===== config.mk =====
export PLATFORM = sky130hd
export DESIGN_NAME = inst_fetch_ctrl
export DESIGN_NICKNAME = d
export VERILOG_FILES = /design/src/rtl/inst_fetch_ctrl.sv
export SDC_FILE = /design/constraint.sdc
export NUM_CORES = 1
export LEC_CHECK = 0
export CORE_MARGIN = 3
export CORE_UTILIZATION = 25
export CTS_BUF_LIST = sky130_fd_sc_hd__clkbuf_4 sky130_fd_sc_hd__clkbuf_8
export DETAILED_ROUTE_END_ITERATION = 10
export SLEW_MARGIN = 30
export SYNTH_ARGS = -nofsm -noshare
export SYNTH_HDL_FRONTEND = slang
export SYNTH_SLANG_ARGS = --single-unit

===== constraint.sdc =====
create_clock -name clk -period 6 [get_ports clk]
set_clock_uncertainty 0.1 [all_clocks]
set_input_delay 0.9 -clock clk [delete_from_list [all_inputs] [get_ports clk]]
set_output_delay 0.9 -clock clk [all_outputs]
set_load 0.005 [all_outputs]

===== src/rtl/inst_fetch_ctrl.sv =====
// -----------------------------------------------------------------------------
// inst_fetch_ctrl
//   Fetch sequencer for a 32-bit instruction memory. Owns the byte PC, drives
//   the memory word address, captures {pc, instruction} pairs into a small
//   prefetch FIFO and hands them to decode over a valid/ready handshake.
//   Redirects flush the FIFO and restart fetch; halt stops new fetches while
//   the FIFO keeps draining.
//
//   Optional feature macro: IFETCH_PERF_CNT_EN
//     When defined, adds perf_fetch_cnt and perf_redirect_cnt outputs.
// -----------------------------------------------------------------------------
module inst_fetch_ctrl #(
    parameter int              XLEN       = 32,
    parameter logic [XLEN-1:0] RESET_PC   = {XLEN{1'b0}},
    parameter int              FIFO_DEPTH = 2
) (
    input  logic            clk,
    input  logic            rst,
    output logic [XLEN-1:0] imem_addr,
    input  logic [XLEN-1:0] imem_inst,
    output logic            if_valid,
    input  logic            if_ready,
    output logic [XLEN-1:0] if_inst,
    output logic [XLEN-1:0] if_pc,
    input  logic            redirect_valid,
    input  logic [XLEN-1:0] redirect_pc,
    input  logic            halt,
    output logic            halted
`ifdef IFETCH_PERF_CNT_EN
    ,
    output logic [31:0]     perf_fetch_cnt,
    output logic [31:0]     perf_redirect_cnt
`endif
);

    localparam int              PW      = $clog2(FIFO_DEPTH);
    localparam int              CW      = PW + 1;
    localparam logic [CW-1:0]   DEPTH_C = CW'(FIFO_DEPTH);
    localparam logic [XLEN-1:0] ALIGN_MASK = {{(XLEN-2){1'b1}}, 2'b00};
    localparam logic [XLEN-1:0] PC_STEP    = XLEN'(4);

    typedef enum logic [1:0] {
        ST_BOOT = 2'd0,
        ST_RUN  = 2'd1,
        ST_HALT = 2'd2
    } state_t;

    state_t          state_r;
    state_t          state_s;
    logic [XLEN-1:0] pc_r;
    logic [CW-1:0]   count_r;
    logic [PW-1:0]   wr_ptr_r;
    logic [PW-1:0]   rd_ptr_r;
    logic [XLEN-1:0] inst_q_r [FIFO_DEPTH];
    logic [XLEN-1:0] pc_q_r   [FIFO_DEPTH];
    logic            deq_s;
    logic            enq_s;

    // Head of the FIFO and status are presented straight from registers.
    assign if_valid  = (count_r != {CW{1'b0}});
    assign if_inst   = inst_q_r[rd_ptr_r];
    assign if_pc     = pc_q_r[rd_ptr_r];
    assign halted    = (state_r == ST_HALT);
    assign imem_addr = {2'b00, pc_r[XLEN-1:2]};

    // Next-state logic; BOOT always leaves after one cycle, RUN/HALT follow halt.
    always_comb begin
        state_s = state_r;
        case (state_r)
            ST_BOOT: state_s = ST_RUN;
            ST_RUN: begin
                if (halt) begin
                    state_s = ST_HALT;
                end else begin
                    state_s = ST_RUN;
                end
            end
            ST_HALT: begin
                if (!halt) begin
                    state_s = ST_RUN;
                end else begin
                    state_s = ST_HALT;
                end
            end
            default: state_s = ST_BOOT;
        endcase
    end

    // Handshake strobes: a pop whenever decode takes the head, a fetch only in
    // RUN with no halt/redirect and room (or a slot being freed this cycle).
    always_comb begin
        deq_s = 1'b0;
        enq_s = 1'b0;
        deq_s = if_valid & if_ready;
        if ((state_r == ST_RUN) && !halt && !redirect_valid &&
            ((count_r < DEPTH_C) || deq_s)) begin
            enq_s = 1'b1;
        end else begin
            enq_s = 1'b0;
        end
    end

    // State register.
    always_ff @(posedge clk or posedge rst) begin
        if (rst) begin
            state_r <= ST_BOOT;
        end else begin
            state_r <= state_s;
        end
    end

    // PC: redirect wins, otherwise advance by one word on each fetch.
    always_ff @(posedge clk or posedge rst) begin
        if (rst) begin
            pc_r <= RESET_PC;
        end else if (redirect_valid) begin
            pc_r <= redirect_pc & ALIGN_MASK;
        end else if (enq_s) begin
            pc_r <= pc_r + PC_STEP;
        end
    end

    // FIFO pointers and occupancy; a redirect discards everything in flight.
    always_ff @(posedge clk or posedge rst) begin
        if (rst) begin
            count_r  <= {CW{1'b0}};
            wr_ptr_r <= {PW{1'b0}};
            rd_ptr_r <= {PW{1'b0}};
        end else if (redirect_valid) begin
            count_r  <= {CW{1'b0}};
            wr_ptr_r <= {PW{1'b0}};
            rd_ptr_r <= {PW{1'b0}};
        end else begin
            if (enq_s) begin
                wr_ptr_r <= wr_ptr_r + PW'(1);
            end
            if (deq_s) begin
                rd_ptr_r <= rd_ptr_r + PW'(1);
            end
            case ({enq_s, deq_s})
                2'b10:   count_r <= count_r + CW'(1);
                2'b01:   count_r <= count_r - CW'(1);
                default: count_r <= count_r;
            endcase
        end
    end

    // FIFO storage: capture the returned word together with its byte PC.
    always_ff @(posedge clk or posedge rst) begin
        if (rst) begin
            for (int i = 0; i < FIFO_DEPTH; i++) begin
                inst_q_r[i] <= {XLEN{1'b0}};
                pc_q_r[i]   <= {XLEN{1'b0}};
            end
        end else if (enq_s) begin
            inst_q_r[wr_ptr_r] <= imem_inst;
            pc_q_r[wr_ptr_r]   <= pc_r;
        end
    end

`ifdef IFETCH_PERF_CNT_EN
    // Performance counters: fetches issued and redirect cycles seen.
    always_ff @(posedge clk or posedge rst) begin
        if (rst) begin
            perf_fetch_cnt    <= 32'd0;
            perf_redirect_cnt <= 32'd0;
        end else begin
            if (enq_s) begin
                perf_fetch_cnt <= perf_fetch_cnt + 32'd1;
            end
            if (redirect_valid) begin
                perf_redirect_cnt <= perf_redirect_cnt + 32'd1;
            end
        end
    end
`endif

endmodule


# [Yosys cells after proc, flatten, opt, wreduce, memory -nomap -nowiden]
# Cells that the tools add are included.
[totals] output_inout_bits=98 wordCells=59 in_bits=69 regBits=166
[op_classes] n_eq_ne=4 mux=21 bitwise=3 n_lt_le_gt_ge=4 reduce_logical=13 addsub=5
[op_table] op="$mux W32" n=9
[op_table] op="$bwmux W64" n=2
[op_table] op="$add A32 B3 Y32 const B" n=1
[op_table] op="$demux W32 S1" n=1
[op_table] op="$pmux W2 S2" n=2
[op_table] op="$reduce_bool A2 Y1" n=3
[op_table] op="$mux W1" n=5
[op_table] op="$eq A2 B1 Y1 const B" n=2
[op_table] op="$eq A2 B2 Y1 const B" n=2
[op_table] op="$ge A2 B2 Y1 const B" n=2
[op_table] op="$logic_and A1 B1 Y1" n=4
[op_table] op="$mux W2" n=2
[op_table] op="$not A1 Y2" n=2
[op_table] op="$reduce_bool A3 Y1" n=1
[op_table] op="$add A1 B1 Y1 const B" n=2
[op_table] op="$add A2 B1 Y2 const B" n=1
[op_table] op="$logic_not A1 Y1" n=2
[op_table] op="$logic_not A2 Y1" n=1
[op_table] op="$lt A2 B1 Y1 const B" n=1
[op_table] op="$lt A2 B2 Y1 const B" n=1
[op_table] op="$reduce_or A2 Y1" n=1
[op_table] op="$sub A2 B1 Y2 const B" n=1
[op_table] op="$and A1 B1 Y1" n=1
[op_table] op="$logic_or A1 B1 Y1" n=1

# [Depth between registers and ports, before layout]
[logic_depth] depth_word=8 ltp_mapped=8 depth_no_buf=6

# [Worst setup path after synthesis]
# No wires, ideal clock.
[synth_timing] kind="input to register" start="in halt" end="reg inst_q_r[47] (netlist name)" t_arrival_ns=2.234 setup_slack_ns=3.541 t_required_ns=5.775 path_stages=5 path_buffers=1 path_cell_list="nor2b_1 > nand2_1 > nor3_2 > clkbuf_1 > mux2_2"
[synth_between] elab_chain_cells=5
[synth_lines] element="start, declared" line="27" rtl="input logic halt,"
[synth_lines] element="$logic_not A1 Y1" line="95" rtl="if ((state_r == ST_RUN) && !halt && !redirect_valid &&"
[synth_lines] element="$logic_and A1 B1 Y1 (3 in a row)" line="95"
[synth_lines] element="$mux W1" line="95"
[synth_lines] element="end signal, assigned by index" line="152" rtl="inst_q_r[i] <= {XLEN{1'b0}};"
[synth_lines] element="end signal, assigned by index" line="156" rtl="inst_q_r[wr_ptr_r] <= imem_inst;"
[synth_lines] element="end, declared" line="54" rtl="logic [XLEN-1:0] inst_q_r [FIFO_DEPTH];"
# No other way between the ends.
# A chain may end at the register's enable or synchronous reset.

# [Worst setup path after layout]
[layout_timing] start="reg rd_ptr_r" end="out if_pc[29]"
[layout_between] elab_chain_cells=4
[layout_lines] element="start, declared" line="53" rtl="logic [PW-1:0] rd_ptr_r;"
[layout_lines] element="start signal, assigned" line="128" rtl="rd_ptr_r <= {PW{1'b0}};"
[layout_lines] element="start signal, assigned" line="132" rtl="rd_ptr_r <= {PW{1'b0}};"
[layout_lines] element="start signal, assigned" line="138" rtl="rd_ptr_r <= rd_ptr_r + PW'(1);"
[layout_lines] element="$not A1 Y2 (implied by the code)" line="62" rtl="assign if_pc = pc_q_r[rd_ptr_r];"
[layout_lines] element="$mux W32 (implied by the code) (3 in a row)" line="62"
[layout_lines] element="end, declared" line="24" rtl="output logic [XLEN-1:0] if_pc,"
# No other way between the ends. The select of a mux whose other input is x is not followed.

==> metrics.txt <==
# TYPE chip_impl_metric gauge
chip_impl_metric{name="clkPwrFrac",unit="%"} 21.1
chip_impl_info{name="hold_start",value="inst_q_r[24]"} 1
chip_impl_info{name="path_class",value="reg -> out"} 1
chip_impl_metric{name="synth_top_area_share",unit="%"} 52.61
chip_impl_info{name="timing.hold.worst_endpoint",value="inst_q_r[24]"} 1
chip_impl_metric{name="grt.total_usage",unit="%"} 12.70
chip_impl_metric{name="num-fill-cells",unit=""} 3012
chip_impl_metric{name="hold_path_depth",unit=""} 1
chip_impl_metric{name="ys_ff_latch",unit=""} 160
chip_impl_metric{name="synthDistinctLibCells",unit=""} 42
chip_impl_metric{name="intPower",unit="mW"} 2.987
chip_impl_metric{name="comb_power_share",unit="%"} 37.1
chip_impl_metric{name="combined_area_of_the_multi_input_logic_cells",unit="um^2"} 3433
chip_impl_info{name="post-synth-top-area-cell",value="dfrtp_1"} 1
chip_impl_metric{name="finalSetupViolations",unit=""} 0
chip_impl_metric{name="drt_pass1_iterations",unit=""} 4
chip_impl_metric{name="register_area",unit="um^2"} 4008
chip_impl_metric{name="p_switching",unit="mW"} 1.190
chip_impl_metric{name="clock_path_buffers",unit=""} 2
chip_impl_metric{name="finalHoldViolations",unit=""} 0
chip_impl_metric{name="clock_sink_count",unit=""} 160
chip_impl_info{name="crit_chain",value="buf_12 -> mux2_2 -> clkdlybuf4s50_1"} 1
chip_impl_metric{name="finalWeightedCongestion",unit=""} 0.7843
chip_impl_info{name="root_buffer",value="clkbuf_8"} 1
chip_impl_metric{name="post_cts_hold_buffer_count",unit=""} 0
chip_impl_metric{name="cts-buffers-inserted",unit=""} 17
chip_impl_metric{name="worstSkewPairLatency",unit="ps"} 450
chip_impl_info{name="tritoncts",value="built"} 1
chip_impl_metric{name="core.rowCount",unit=""} 63
chip_impl_info{name="ys_top_cells_by_area",value="dfrtp_1 (53%), mux2_2 (28%), clkbuf_1 (1.5%), nand3_1 (1.4%), nand2_1 (1.4%)"} 1
chip_impl_info{name="synth.most_common_cell",value="mux2_2"} 1
chip_impl_metric{name="synth_cells",unit=""} 613
chip_impl_metric{name="post-route-drc-count",unit=""} 0
chip_impl_metric{name="layout-area-overhead-vs-synth",unit="%"} 32.14
chip_impl_metric{name="cp_data_required_time",unit="ps"} 5000
chip_impl_info{name="rsz0062_at_grt",value="false"} 1
chip_impl_metric{name="finalWirelength",unit="mm"} 20.49
chip_impl_metric{name="port_buffers",unit=""} 160
chip_impl_metric{name="synth_edf_count",unit=""} 0
chip_impl_info{name="status",value="finished, final reports clean"} 1
chip_impl_metric{name="syn-cell-area",unit="um^2"} 7610
chip_impl_metric{name="power-per-cell-area",unit="nW/um^2"} 415.4
chip_impl_metric{name="reg2reg_setup_slack",unit="ps"} 3360
chip_impl_metric{name="die-height",unit="um"} 180.5
chip_impl_info{name="reg2reg_to",value="inst_q_r[13]"} 1
chip_impl_metric{name="drv_cap",unit=""} 0
chip_impl_metric{name="cellLeakagePower",unit="nW"} 4.070
chip_impl_info{name="holdCritPathClass",value="reg -> reg"} 1
chip_impl_metric{name="p_total",unit="mW"} 4.178
chip_impl_metric{name="p_sw_share",unit="%"} 28.50
chip_impl_metric{name="timing.critical_path.fanout_max",unit=""} 35
chip_impl_metric{name="share_seq_of_total_power",unit="%"} 41.8
chip_impl_metric{name="timing.fmax",unit="MHz"} 293.8
chip_impl_metric{name="htreeDepth",unit=""} 4
chip_impl_metric{name="final_layout_size_suffix_gt1_share",unit="%"} 30.23
chip_impl_metric{name="synthesis.area_per_instance",unit="um^2"} 12.41
chip_impl_info{name="critPathLaunchType",value="flip-flop"} 1
chip_impl_metric{name="drt-wirelength-per-cell",unit="um"} 17.60
chip_impl_metric{name="yosysSeqAreaShare",unit="%"} 52.61
chip_impl_metric{name="final.min_clock_period",unit="ps"} 3403
chip_impl_metric{name="first_global_vias",unit=""} 5718
chip_impl_metric{name="final.period_utilization",unit="%"} 56.72
chip_impl_metric{name="num_io_pins",unit=""} 167
chip_impl_metric{name="async_reset_ff_share",unit="%"} 100.0
chip_impl_info{name="postSynth.topFlopCell",value="dfrtp_1"} 1
chip_impl_metric{name="nets",unit=""} 835
chip_impl_metric{name="slew_viol_final",unit=""} 0
chip_impl_metric{name="antenna_cells",unit=""} 0
chip_impl_metric{name="design.die.area",unit="um^2"} 32570
chip_impl_info{name="synth.top_cells.by_count",value="mux2_2 (186), dfrtp_1 (160), clkbuf_1 (30)"} 1
chip_impl_metric{name="drt-vias-per-instance",unit=""} 4.689
chip_impl_info{name="crit-reg2reg-launch",value="state_r[1]"} 1
chip_impl_metric{name="final.setup.tns",unit="ps"} 0
chip_impl_metric{name="ff2ff_path_depth",unit=""} 6
chip_impl_info{name="crit_path_top_delay_cell",value="dfrtp_4"} 1
chip_impl_metric{name="postRouteAntennaNets",unit=""} 0
chip_impl_metric{name="cp_num_buf_inv",unit=""} 2
chip_impl_info{name="end_kind",value="output pin"} 1
chip_impl_metric{name="coreArea",unit="um^2"} 29800
chip_impl_metric{name="clk_pin_slew_worst_paths",unit="ps"} 90
chip_impl_metric{name="drt_first_iter_violations",unit=""} 344
chip_impl_metric{name="critPathMaxStageDelay",unit="ps"} 760
chip_impl_metric{name="grt_pass1_wl",unit="mm"} 32.85
chip_impl_metric{name="grt-ovfl-total",unit=""} 0
chip_impl_metric{name="effective_utilization_at_floorplan",unit="%"} 25.54
chip_impl_metric{name="initial_antenna_violation_count",unit=""} 1
chip_impl_metric{name="tightestPinTransition",unit="ps"} 791.3
chip_impl_metric{name="ys.warnings.count",unit=""} 0
chip_impl_metric{name="post_cts_setup_inserts",unit=""} 0
chip_impl_metric{name="pin_count_of_the_biggest_net_entering_global_routing",unit=""} 87
chip_impl_metric{name="vdd_ir_drop_max",unit="uV"} 198.0
chip_impl_metric{name="num_vias",unit=""} 5458
chip_impl_metric{name="floorplan.die.width",unit="um"} 180.5
chip_impl_metric{name="worst_ep_arrival_time",unit="ps"} 2400
chip_impl_metric{name="max-slew-margin-rel",unit="%"} 47.25
chip_impl_info{name="crit_family",value="buffers and inverters"} 1
chip_impl_metric{name="total_half_perimeter_wirelength_after_legalization_and_detailed_placement",unit="mm"} 13.73
chip_impl_metric{name="number_of_gates_resized_after_cts",unit=""} 0
[cells in the final DEF (no fill, tap or decap), drive strengths merged, types with 4 or more instances in the layout]
| cell type | netlist | layout |
|---|---|---|
| a21oi | 4 | 4 |
| a31oi | 15 | 15 |
| and3 | 9 | 9 |
| and4 | 4 | 4 |
| buf | 11 | 7 |
| clkbuf | 30 | 20 |
| clkdlybuf4s50 | 0 | 160 |
| clkinvlp | 0 | 4 |
| conb | 1 | 4 |
| dfrtp | 160 | 160 |
| ha | 5 | 5 |
| inv | 8 | 11 |
| mux2 | 186 | 186 |
| nand2 | 29 | 29 |
| nand2b | 4 | 4 |
| nand3 | 22 | 22 |
| nand4 | 14 | 14 |
| nor2 | 26 | 26 |
| nor2b | 5 | 5 |
| nor3 | 5 | 5 |
| nor4 | 5 | 5 |
| o21ai | 13 | 13 |
| o31ai | 10 | 10 |
| or3 | 7 | 7 |
| or4 | 9 | 9 |
| xor2 | 5 | 5 |
[worst max-delay path by stage]
stage,cells past startpoint,from,endpoint,slack (ps)
2_1_floorplan,1,rst,count_r[0],680
5_1_grt,3,rd_ptr_r,if_inst[14],2450
3_5_place_dp,6,if_ready,inst_q_r[47],2280
3_3_place_gp,6,if_ready,inst_q_r[47],2290
4_1_cts,3,rd_ptr_r,if_pc[29],2500
6_report,3,rd_ptr_r,if_pc[29],2600
[state kept, by name, summed over array words and instances, names as in the netlist]
name / flops
pc_r: 30
inst_q_r: 64
rd_ptr_r: 1
state_r: 2
count_r: 2
wr_ptr_r: 1
pc_q_r: 60
[routing by layer]
| metal | global-route usage, % | up-vias | share of wire, % |
|---|---|---|---|
| met3 | 4.279 | 12 | 7.0 |
| met5 | 0 | - | 0.063 |
| li1 | - | 2536 | - |
| met2 | 20.41 | 159 | 46 |
| met4 | 2.794 | 2 | 0.73 |
| met1 | 16.69 | 2749 | 46 |
[final cells by class]
class | instances | share of cell area [%]
flip-flops and latches | 160 | 39.85
multi-input cells | 407 | 34.14
repair buffers | 167 | 16.57
well taps | 390 | 4.853
clock buffers | 20 | 2.675
clock inverters | 12 | 1.555
inverters | 8 | 0.3484
[power by group through the flow]
stage / sequential (mW) / combinational [mW] / clock, mW
final: 1.75 / 1.55 / 0.881
after CTS: 1.75 / 1.58 / 0.925
after global routing: 1.81 / 1.68 / 0.969
after detailed placement: 1.77 / 1.57 / 0
after floorplan: 1.68 / 0.868 / 0
after global placement: 1.77 / 1.53 / 0
[stage by stage]
step                util [%]  setup slack [ps]  area, um^2  cells  hold WS, ps
detailed placement     32.32              2278        9630   1132        387.1
global placement       32.22              2295        9602   1131        381.0
finish                 33.75              2597       10060   1164        407.1
global route           33.75              2448       10060   1164        422.0
floorplan                  -             680.1        7621    616        373.7
CTS                    33.75              2502       10060   1164        408.0
[kinds of logic after synthesis]
group / share of synthesized area (%)
muxes: 27.66
other: 0.04928
adders and majority gates: 0.8221
DFF: 52.61
and+or+nand+nor: 10.24
xor gates and xnor gates: 0.9208
buffers and inverters: 2.713
AOI/OAI and AO/OA: 4.982
(Power assumes the default switching activity.)
